<file path="config.mk">
export PLATFORM = sky130hd
export DESIGN_NAME = ex_stage
export DESIGN_NICKNAME = d
export VERILOG_FILES = /design/src/rtl/ex_stage_pkg.sv /design/src/rtl/ex_stage_muldiv_unit.sv /design/src/rtl/ex_stage.sv
export SDC_FILE = /design/constraint.sdc
export NUM_CORES = 2
export LEC_CHECK = 0
export CAP_MARGIN = 20
export CORE_MARGIN = 3
export CORE_UTILIZATION = 45
export DETAILED_ROUTE_END_ITERATION = 8
export SKIP_LAST_GASP = 1
export SLEW_MARGIN = 10
export SYNTH_ARGS = -nofsm -noshare
export SYNTH_HDL_FRONTEND = slang
export SYNTH_HIERARCHICAL = 1
export SYNTH_SLANG_ARGS = --single-unit
</file>
<file path="constraint.sdc">
create_clock -name clk -period 16.9 [get_ports clk]
set_clock_uncertainty 0.2 [all_clocks]
set_input_delay 1.69 -clock clk [delete_from_list [all_inputs] [get_ports clk]]
set_output_delay 1.69 -clock clk [all_outputs]
set_load 0.01 [all_outputs]
</file>
<file path="src/rtl/ex_stage_pkg.sv">
// Shared encodings for the execute stage: operation classes, per-class op codes,
// memory access codes and multiply/divide FSM states.
package ex_stage_pkg;

  localparam int unsigned WORD_W     = 32;
  localparam int unsigned REG_ADDR_W = 5;
  localparam int unsigned EX_OP_W    = 6;  // {class[2:0], op[2:0]}

  typedef enum logic [2:0] {
    EX_HIGH_SPECIAL = 3'd0,
    EX_HIGH_LOGIC   = 3'd1,
    EX_HIGH_SHIFT   = 3'd2,
    EX_HIGH_ARITH   = 3'd3,
    EX_HIGH_MULDIV  = 3'd4,
    EX_HIGH_MEM     = 3'd5
  } ex_class_e;

  localparam logic [2:0] OP_AND   = 3'd0, OP_OR    = 3'd1, OP_XOR  = 3'd2, OP_NOR  = 3'd3;
  localparam logic [2:0] OP_SLL   = 3'd0, OP_SRL   = 3'd1, OP_SRA  = 3'd2;
  localparam logic [2:0] OP_ADD   = 3'd0, OP_SUB   = 3'd1, OP_SLT  = 3'd2, OP_SLTU = 3'd3;
  localparam logic [2:0] OP_MULT  = 3'd0, OP_MULTU = 3'd1, OP_DIV  = 3'd2, OP_DIVU = 3'd3;
  localparam logic [2:0] OP_MFHI  = 3'd4, OP_MFLO  = 3'd5, OP_MTHI = 3'd6, OP_MTLO = 3'd7;
  localparam logic [2:0] OP_LW    = 3'd0, OP_SW    = 3'd1;

  localparam logic [5:0] EXOP_NOP  = 6'o00;
  localparam logic [5:0] EXOP_AND  = 6'o10, EXOP_OR    = 6'o11, EXOP_XOR  = 6'o12, EXOP_NOR  = 6'o13;
  localparam logic [5:0] EXOP_SLL  = 6'o20, EXOP_SRL   = 6'o21, EXOP_SRA  = 6'o22;
  localparam logic [5:0] EXOP_ADD  = 6'o30, EXOP_SUB   = 6'o31, EXOP_SLT  = 6'o32, EXOP_SLTU = 6'o33;
  localparam logic [5:0] EXOP_MULT = 6'o40, EXOP_MULTU = 6'o41, EXOP_DIV  = 6'o42, EXOP_DIVU = 6'o43;
  localparam logic [5:0] EXOP_MFHI = 6'o44, EXOP_MFLO  = 6'o45, EXOP_MTHI = 6'o46, EXOP_MTLO = 6'o47;
  localparam logic [5:0] EXOP_LW   = 6'o50, EXOP_SW    = 6'o51;

  typedef enum logic [1:0] {
    MEMACC_NONE = 2'b00,
    MEMACC_LW   = 2'b01,
    MEMACC_SW   = 2'b10
  } memacc_e;

  typedef enum logic [1:0] {
    MD_IDLE = 2'd0,
    MD_RUN  = 2'd1,
    MD_DONE = 2'd2
  } md_state_e;

endpackage

</file>
<file path="src/rtl/ex_stage_muldiv_unit.sv">
// Iterative 32-cycle multiply / restoring divide with HI/LO registers.
module muldiv_unit
  import ex_stage_pkg::*;
(
  input  logic        clk,
  input  logic        rst,
  input  logic        start_i,
  input  logic [2:0]  op_i,
  input  logic [31:0] a_i,
  input  logic [31:0] b_i,
  input  logic        mthi_i,
  input  logic        mtlo_i,
  output logic        busy_o,
  output logic [31:0] hi_o,
  output logic [31:0] lo_o
);

  md_state_e   state_q, state_d;
  logic [4:0]  cnt_q, cnt_d;
  logic [63:0] acc_q, acc_d;
  logic [31:0] opnd_q, opnd_d;
  logic        is_div_q, is_div_d;
  logic        neg_a_q, neg_a_d;
  logic        neg_b_q, neg_b_d;
  logic        div0_q, div0_d;
  logic [31:0] hi_q, hi_d;
  logic [31:0] lo_q, lo_d;

  logic        signed_op;
  logic [31:0] mag_a, mag_b;
  logic [32:0] rsh, add_sum;
  logic [31:0] sub_diff;
  logic [63:0] prod;

  always_ff @(posedge clk or posedge rst) begin
    if (rst) begin
      state_q  <= MD_IDLE;
      cnt_q    <= '0;
      acc_q    <= '0;
      opnd_q   <= '0;
      is_div_q <= 1'b0;
      neg_a_q  <= 1'b0;
      neg_b_q  <= 1'b0;
      div0_q   <= 1'b0;
      hi_q     <= '0;
      lo_q     <= '0;
    end else begin
      state_q  <= state_d;
      cnt_q    <= cnt_d;
      acc_q    <= acc_d;
      opnd_q   <= opnd_d;
      is_div_q <= is_div_d;
      neg_a_q  <= neg_a_d;
      neg_b_q  <= neg_b_d;
      div0_q   <= div0_d;
      hi_q     <= hi_d;
      lo_q     <= lo_d;
    end
  end

  always_comb begin
    state_d   = state_q;
    cnt_d     = cnt_q;
    acc_d     = acc_q;
    opnd_d    = opnd_q;
    is_div_d  = is_div_q;
    neg_a_d   = neg_a_q;
    neg_b_d   = neg_b_q;
    div0_d    = div0_q;
    hi_d      = hi_q;
    lo_d      = lo_q;
    signed_op = (op_i == OP_MULT) || (op_i == OP_DIV);
    mag_a     = (signed_op && a_i[31]) ? -a_i : a_i;
    mag_b     = (signed_op && b_i[31]) ? -b_i : b_i;
    rsh       = acc_q[63:31];
    sub_diff  = rsh[31:0] - opnd_q;
    add_sum   = {1'b0, acc_q[63:32]} + (acc_q[0] ? {1'b0, opnd_q} : 33'd0);
    prod      = (neg_a_q ^ neg_b_q) ? -acc_q : acc_q;

    if (mthi_i) hi_d = a_i;
    if (mtlo_i) lo_d = a_i;

    case (state_q)
      MD_IDLE: begin
        if (start_i) begin
          neg_a_d  = signed_op & a_i[31];
          neg_b_d  = signed_op & b_i[31];
          is_div_d = (op_i == OP_DIV) || (op_i == OP_DIVU);
          div0_d   = (b_i == '0);
          acc_d    = {32'd0, mag_a};
          opnd_d   = mag_b;
          cnt_d    = '0;
          state_d  = MD_RUN;
        end
      end
      MD_RUN: begin
        // Divide keeps {remainder, quotient} in acc; multiply keeps {partial, multiplier}.
        if (is_div_q) begin
          if (rsh >= {1'b0, opnd_q}) acc_d = {sub_diff, acc_q[30:0], 1'b1};
          else                       acc_d = {rsh[31:0], acc_q[30:0], 1'b0};
        end else begin
          acc_d = {add_sum, acc_q[31:1]};
        end
        cnt_d = cnt_q + 5'd1;
        if (cnt_q == 5'd31) state_d = MD_DONE;
      end
      MD_DONE: begin
        if (is_div_q) begin
          lo_d = div0_q ? '1 : ((neg_a_q ^ neg_b_q) ? -acc_q[31:0] : acc_q[31:0]);
          hi_d = neg_a_q ? -acc_q[63:32] : acc_q[63:32];
        end else begin
          hi_d = prod[63:32];
          lo_d = prod[31:0];
        end
        state_d = MD_IDLE;
      end
      default: state_d = MD_IDLE;
    endcase
  end

  assign busy_o = ((state_q == MD_IDLE) && start_i) || (state_q == MD_RUN);
  assign hi_o   = hi_q;
  assign lo_o   = lo_q;

endmodule

</file>
<file path="src/rtl/ex_stage.sv">
// Execute stage: ID/EX register, combinational ALU, EX/MEM register and
// the iterative multiply/divide unit.
module ex_stage
  import ex_stage_pkg::*;
(
  input  logic                  clk,
  input  logic                  rst,
  input  logic [EX_OP_W-1:0]    i_exop,
  input  logic [WORD_W-1:0]     i_srcLeft,
  input  logic [WORD_W-1:0]     i_srcRight,
  input  logic [WORD_W-1:0]     i_offset,
  input  logic [REG_ADDR_W-1:0] i_dest,
  input  logic                  i_stall,
  output logic                  o_busy,
  output logic [REG_ADDR_W-1:0] o_exDest,
  output logic [WORD_W-1:0]     o_exResult,
  output logic                  o_exWriteEnable,
  output logic [REG_ADDR_W-1:0] o_memDest,
  output logic [WORD_W-1:0]     o_memResult,
  output logic                  o_memWriteEnable,
  output logic [1:0]            o_memAccess,
  output logic [WORD_W-1:0]     o_memAddr,
  output logic [WORD_W-1:0]     o_memStoreData
);

  logic [EX_OP_W-1:0]    op_q, op_d;
  logic [WORD_W-1:0]     left_q, left_d, right_q, right_d, offset_q, offset_d;
  logic [REG_ADDR_W-1:0] dest_q, dest_d;

  logic [REG_ADDR_W-1:0] mem_dest_q, mem_dest_d;
  logic [WORD_W-1:0]     mem_result_q, mem_result_d;
  logic                  mem_we_q, mem_we_d;
  logic [1:0]            mem_acc_q, mem_acc_d;
  logic [WORD_W-1:0]     mem_addr_q, mem_addr_d, mem_sd_q, mem_sd_d;

  ex_class_e             cls;
  logic [2:0]            opc;
  logic [4:0]            shamt;
  logic [WORD_W-1:0]     ex_result, ex_addr, ex_sd, hi, lo;
  logic [REG_ADDR_W-1:0] ex_dest;
  logic                  ex_we, ex_we_raw;
  memacc_e               ex_acc;
  logic                  md_start, md_mthi, md_mtlo, busy;

  assign cls   = ex_class_e'(op_q[5:3]);
  assign opc   = op_q[2:0];
  assign shamt = left_q[4:0];

  assign md_start = (cls == EX_HIGH_MULDIV) && !opc[2];
  assign md_mthi  = (cls == EX_HIGH_MULDIV) && (opc == OP_MTHI);
  assign md_mtlo  = (cls == EX_HIGH_MULDIV) && (opc == OP_MTLO);

  muldiv_unit u_muldiv (
    .clk     (clk),
    .rst     (rst),
    .start_i (md_start),
    .op_i    (opc),
    .a_i     (left_q),
    .b_i     (right_q),
    .mthi_i  (md_mthi),
    .mtlo_i  (md_mtlo),
    .busy_o  (busy),
    .hi_o    (hi),
    .lo_o    (lo)
  );

  // Hold beats stall: a multi-cycle op must stay in EX until it completes.
  always_comb begin
    op_d     = op_q;
    left_d   = left_q;
    right_d  = right_q;
    offset_d = offset_q;
    dest_d   = dest_q;
    if (!busy) begin
      if (i_stall) begin
        op_d     = EXOP_NOP;
        left_d   = '0;
        right_d  = '0;
        offset_d = '0;
        dest_d   = '0;
      end else begin
        op_d     = i_exop;
        left_d   = i_srcLeft;
        right_d  = i_srcRight;
        offset_d = i_offset;
        dest_d   = i_dest;
      end
    end
  end

  always_comb begin
    ex_result = '0;
    ex_we_raw = 1'b0;
    ex_dest   = dest_q;
    ex_acc    = MEMACC_NONE;
    ex_addr   = '0;
    ex_sd     = '0;
    case (cls)
      EX_HIGH_LOGIC: begin
        ex_we_raw = 1'b1;
        case (opc)
          OP_AND:  ex_result = left_q & right_q;
          OP_OR:   ex_result = left_q | right_q;
          OP_XOR:  ex_result = left_q ^ right_q;
          OP_NOR:  ex_result = ~(left_q | right_q);
          default: ex_we_raw = 1'b0;
        endcase
      end
      EX_HIGH_SHIFT: begin
        ex_we_raw = 1'b1;
        case (opc)
          OP_SLL:  ex_result = right_q << shamt;
          OP_SRL:  ex_result = right_q >> shamt;
          OP_SRA:  ex_result = $signed(right_q) >>> shamt;
          default: ex_we_raw = 1'b0;
        endcase
      end
      EX_HIGH_ARITH: begin
        ex_we_raw = 1'b1;
        case (opc)
          OP_ADD:  ex_result = left_q + right_q;
          OP_SUB:  ex_result = left_q - right_q;
          OP_SLT:  ex_result = {31'd0, $signed(left_q) < $signed(right_q)};
          OP_SLTU: ex_result = {31'd0, left_q < right_q};
          default: ex_we_raw = 1'b0;
        endcase
      end
      EX_HIGH_MULDIV: begin
        if (opc == OP_MFHI) begin
          ex_result = hi;
          ex_we_raw = 1'b1;
        end else if (opc == OP_MFLO) begin
          ex_result = lo;
          ex_we_raw = 1'b1;
        end
      end
      EX_HIGH_MEM: begin
        ex_addr = left_q + offset_q;
        if (opc == OP_LW) begin
          ex_acc = MEMACC_LW;
        end else if (opc == OP_SW) begin
          ex_acc = MEMACC_SW;
          ex_sd  = right_q;
        end
      end
      default: ex_dest = '0;
    endcase
  end

  assign ex_we = ex_we_raw && (ex_dest != '0);

  always_comb begin
    mem_dest_d   = '0;
    mem_result_d = '0;
    mem_we_d     = 1'b0;
    mem_acc_d    = MEMACC_NONE;
    mem_addr_d   = '0;
    mem_sd_d     = '0;
    if (!busy) begin
      mem_dest_d   = ex_dest;
      mem_result_d = ex_result;
      mem_we_d     = ex_we || (ex_acc == MEMACC_LW);
      mem_acc_d    = ex_acc;
      mem_addr_d   = ex_addr;
      mem_sd_d     = ex_sd;
    end
  end

  always_ff @(posedge clk or posedge rst) begin
    if (rst) begin
      op_q         <= EXOP_NOP;
      left_q       <= '0;
      right_q      <= '0;
      offset_q     <= '0;
      dest_q       <= '0;
      mem_dest_q   <= '0;
      mem_result_q <= '0;
      mem_we_q     <= 1'b0;
      mem_acc_q    <= MEMACC_NONE;
      mem_addr_q   <= '0;
      mem_sd_q     <= '0;
    end else begin
      op_q         <= op_d;
      left_q       <= left_d;
      right_q      <= right_d;
      offset_q     <= offset_d;
      dest_q       <= dest_d;
      mem_dest_q   <= mem_dest_d;
      mem_result_q <= mem_result_d;
      mem_we_q     <= mem_we_d;
      mem_acc_q    <= mem_acc_d;
      mem_addr_q   <= mem_addr_d;
      mem_sd_q     <= mem_sd_d;
    end
  end

  assign o_busy           = busy;
  assign o_exDest         = ex_dest;
  assign o_exResult       = ex_result;
  assign o_exWriteEnable  = ex_we;
  assign o_memDest        = mem_dest_q;
  assign o_memResult      = mem_result_q;
  assign o_memWriteEnable = mem_we_q;
  assign o_memAccess      = mem_acc_q;
  assign o_memAddr        = mem_addr_q;
  assign o_memStoreData   = mem_sd_q;

endmodule

</file>
==> run_results.csv <==
group,metric,value,unit
pwr,ir_drop,0.1318,mV
cts,clkTransAtPathRegs,0.06,ns
pwr,internal-power,4.155,mW
sta,whs,0.2805,ns
yosys,synth.avg_cell_area,8.297,sq um
pwr,swShare,53.99,%
sta,max_freq,138.1,MHz
setup_path,startpoint_type,"flop",
setup_path,crit_required,15.01,ns
setup_path,arrival,5.35,ns
cts,cts_max_path_buffers,3,
yosys,synth.distinct_cells,99,
die,die_h,277.4,um
yosys,syn_nets,4307,
die,ios,253,
die,die_w,277.4,um
sta,hold_violations,0,
detailed_routing,drc,0,
detailed_routing,wire_per_inst,28.92,um
cts,cts_max_level,2,
die,dieArea,0.07693,sq mm
die,rows,98,
placed_design,dp_hpwl,109.9,mm
yosys,synth-seq-cells,382,
job,maxCapViolations,0,
cts,cts_buffers,48,
final_layout,drive_gt1_share,7.380,%
placed_design,port_buffers,252,
setup_path,worstPathMaxFanout,41,
yosys,synth.top_cell.area_share,28.85,%
cts,clkLatencyLatePin,0.62,ns
sta,grt_setup_unrepaired,"false",
detailed_routing,ant_nets,0,
pwr,power_frac_clock,12.0,%
sta,fin_crit_sh,42.84,%
yosys,synthArstFlopShare,100.0,%
hold_path,hold_start,"u_muldiv/cnt_q[3]",
outcome,status,"complete, no violations",
yosys,syn_inst,3994,
final_layout,n_fill_cell,6955,
pwr,p_leak,15.86,nW
global_route,grt_max_degree,100,
cts,cts_setup_buffers,0,
die,initial_core_util,45.88,%
final_layout,layout.nets,4411,
final_layout,syn_to_final_growth,14.91,%
placed_design,gp_congestion,1.045,
global_route,grt_overflow,0,
sta,slew_headroom,25.65,%
yosys,ys_seq_area_share,28.85,%
setup_path,critPathCaptureType,"output pin",
pwr,p_comb_share,68.2,%
cts,clock-root-buffer,"clkbuf_16",
sta,tns,0,ns
yosys,synthTopCellsByCount,"nand2_1, dfrtp_1, o21ai_0",
global_route,grt_pass1_vias,30680,
cts,cts_resized,0,
pwr,p_per_area,237.1,mW/mm^2
cts,cts_tree,"done",
sta,layout_min_cycle_time,7.240,ns
yosys,synth_edf_count,0,
yosys,syn_area,0.03314,sq mm
cts,cts_sinks,382,
yosys,yosysMostFrequentCell,"nand2_1",
sta,tightestPinTransition,1.113,ns
die,coreArea,0.07222,sq mm
global_route,grt_pass1_wl,214.7,mm
pwr,p_seq_share,19.8,%
hold_path,hold_class,"flop to flop",
yosys,synthFlopType,"dfrtp_1",
global_route,grtUsageTotal,36.87,%
detailed_routing,drt_pre_antenna_iters,6,
sta,slew_viol_final,0,
detailed_routing,routed_wl,147.2,mm
detailed_routing,drtIter0Drc,4579,
yosys,ys_top_cells_by_area,"dfrtp_1, ha_1, mux2i_1",
setup_path,r2r-start,"op_q[1]",
global_route,antenna_found_initial,12,
pwr,p_switching,4.876,mW
yosys,synth_largest_area_cell,"dfrtp_1",
detailed_routing,vias_per_cell,6.595,
setup_path,crit_type,"flop to output pin",
detailed_routing,route.vias.total,33550,
yosys,ys_warn_count,6,
cts,ctsHoldBuffers,0,
setup_path,cp-startpoint,"op_q[1]",
sta,setup_viol,0,
stage by stage:
stage | instances | power [mW] | cell area, sq um | utilization [%] | setup WS, ns
3_3_place_gp | 4996 | 7.714 | 36390 | 50.39 | 10.50
5_1_grt | 5083 | 9.546 | 38070 | 52.71 | 9.573
3_5_place_dp | 4996 | 7.701 | 36390 | 50.39 | 10.47
6_report | 5088 | 9.030 | 38080 | 52.72 | 9.660
4_1_cts | 5081 | 8.825 | 38030 | 52.65 | 9.811
2_1_floorplan | 3994 | 5.736 | 33140 | - | 9.244
power by group through the flow:
stage	Sequential, mW	Combinational (mW)	Clock, mW
detailed placement	1.77	5.94	0
global route	1.81	6.60	1.14
finish	1.79	6.16	1.09
global placement	1.76	5.95	0
floorplan	1.51	4.23	0
CTS	1.75	5.97	1.10
registers in the layout (all words and copies together) (netlist names):
name,cells
dest_q,5
left_q,32
o_memAccess,2
o_memAddr,32
o_memDest,5
o_memResult,32
o_memStoreData,32
o_memWriteEnable,1
offset_q,32
op_q,6
right_q,32
u_muldiv/acc_q,64
u_muldiv/cnt_q,5
u_muldiv/div0_q,1
u_muldiv/hi_o,32
u_muldiv/is_div_q,1
u_muldiv/lo_o,32
u_muldiv/neg_a_q,1
u_muldiv/neg_b_q,1
u_muldiv/opnd_q,32
u_muldiv/state_q,2
cell families after synthesis:
kind of cell,count (synthesis),synth area share [%]
compound gates,1258,24.40
simple gates,1190,16.86
buf+inv,462,5.569
flops,382,28.85
mux,263,10.31
xor+xnor,236,6.238
fa+ha+maj,203,7.778
worst max-delay path: stages, from the launching register on:
cell,delay (ns)
dfrtp_4,0.91
buf_4,0.62
nor3b_1,0.27
buf_4,0.19
a211oi_1,0.09
o32ai_1,0.65
nand2_1,0.11
o2bb2ai_1,0.16
o21ai_1,0.70
o21bai_1,0.25
o21a_1,0.14
clkdlybuf4s50_1,0.56
cells in the final DEF, fill, tap and decap left out, types with 43 or more instances in the layout:
cell type and n:
dfrtp_1 375, nand3_1 44, inv_1 169, a211oi_1 44, xnor2_1 152, a21o_1 61
buf_4 82, mux2i_1 176, and2_1 48, nand2_1 403, mux4_2 60, a22o_1 43
clkbuf_16 48, nor3_1 110, a21oi_1 282, nor2_1 318, ha_1 198, a31oi_1 52
o21ai_0 339, clkdlybuf4s50_1 252, nand4_1 45, xor2_1 84, a22oi_1 75
final timing paths:
path | slack [ns] | cells past startpoint | to
max in group asynchronous | 12.93 | 4 | u_muldiv/acc_q[29]
hold reg to reg | 0.28 | 1 | u_muldiv/cnt_q[3]
min in group asynchronous | 1.42 | 2 | u_muldiv/opnd_q[4]
hold / removal | 0.28 | 1 | u_muldiv/cnt_q[3]
setup / recovery | 9.66 | 11 | o_exResult[25]
setup reg to reg | 12.26 | 10 | o_memResult[24]
final cells by class:
| cell class | instances | area (sq um) | area share, % |
|---|---|---|---|
| Multi-Input combinational cell | 3150 | 21800 | 57.25 |
| Inverter | 180 | 688.2 | 1.807 |
| Clock buffer | 66 | 1339 | 3.516 |
| Sequential cell | 382 | 9575 | 25.15 |
| Tap cell | 950 | 1189 | 3.122 |
| Clock inverter | 19 | 295.3 | 0.7755 |
| Antenna cell | 5 | 12.51 | 0.03286 |
| Timing Repair Buffer | 336 | 3178 | 8.346 |
routing by layer:
metal	share of wire [%]	vias to the layer above	routed length, um	global-route usage [%]
met5	0.047	-	69	0
met4	4.9	10	7282	14.99
met3	12	331	18240	9.965
met2	39	2092	57370	49.28
met1	44	16350	64190	55.31
li1	-	14770	-	-
Note: power is estimated with default switching activity, not from simulation.
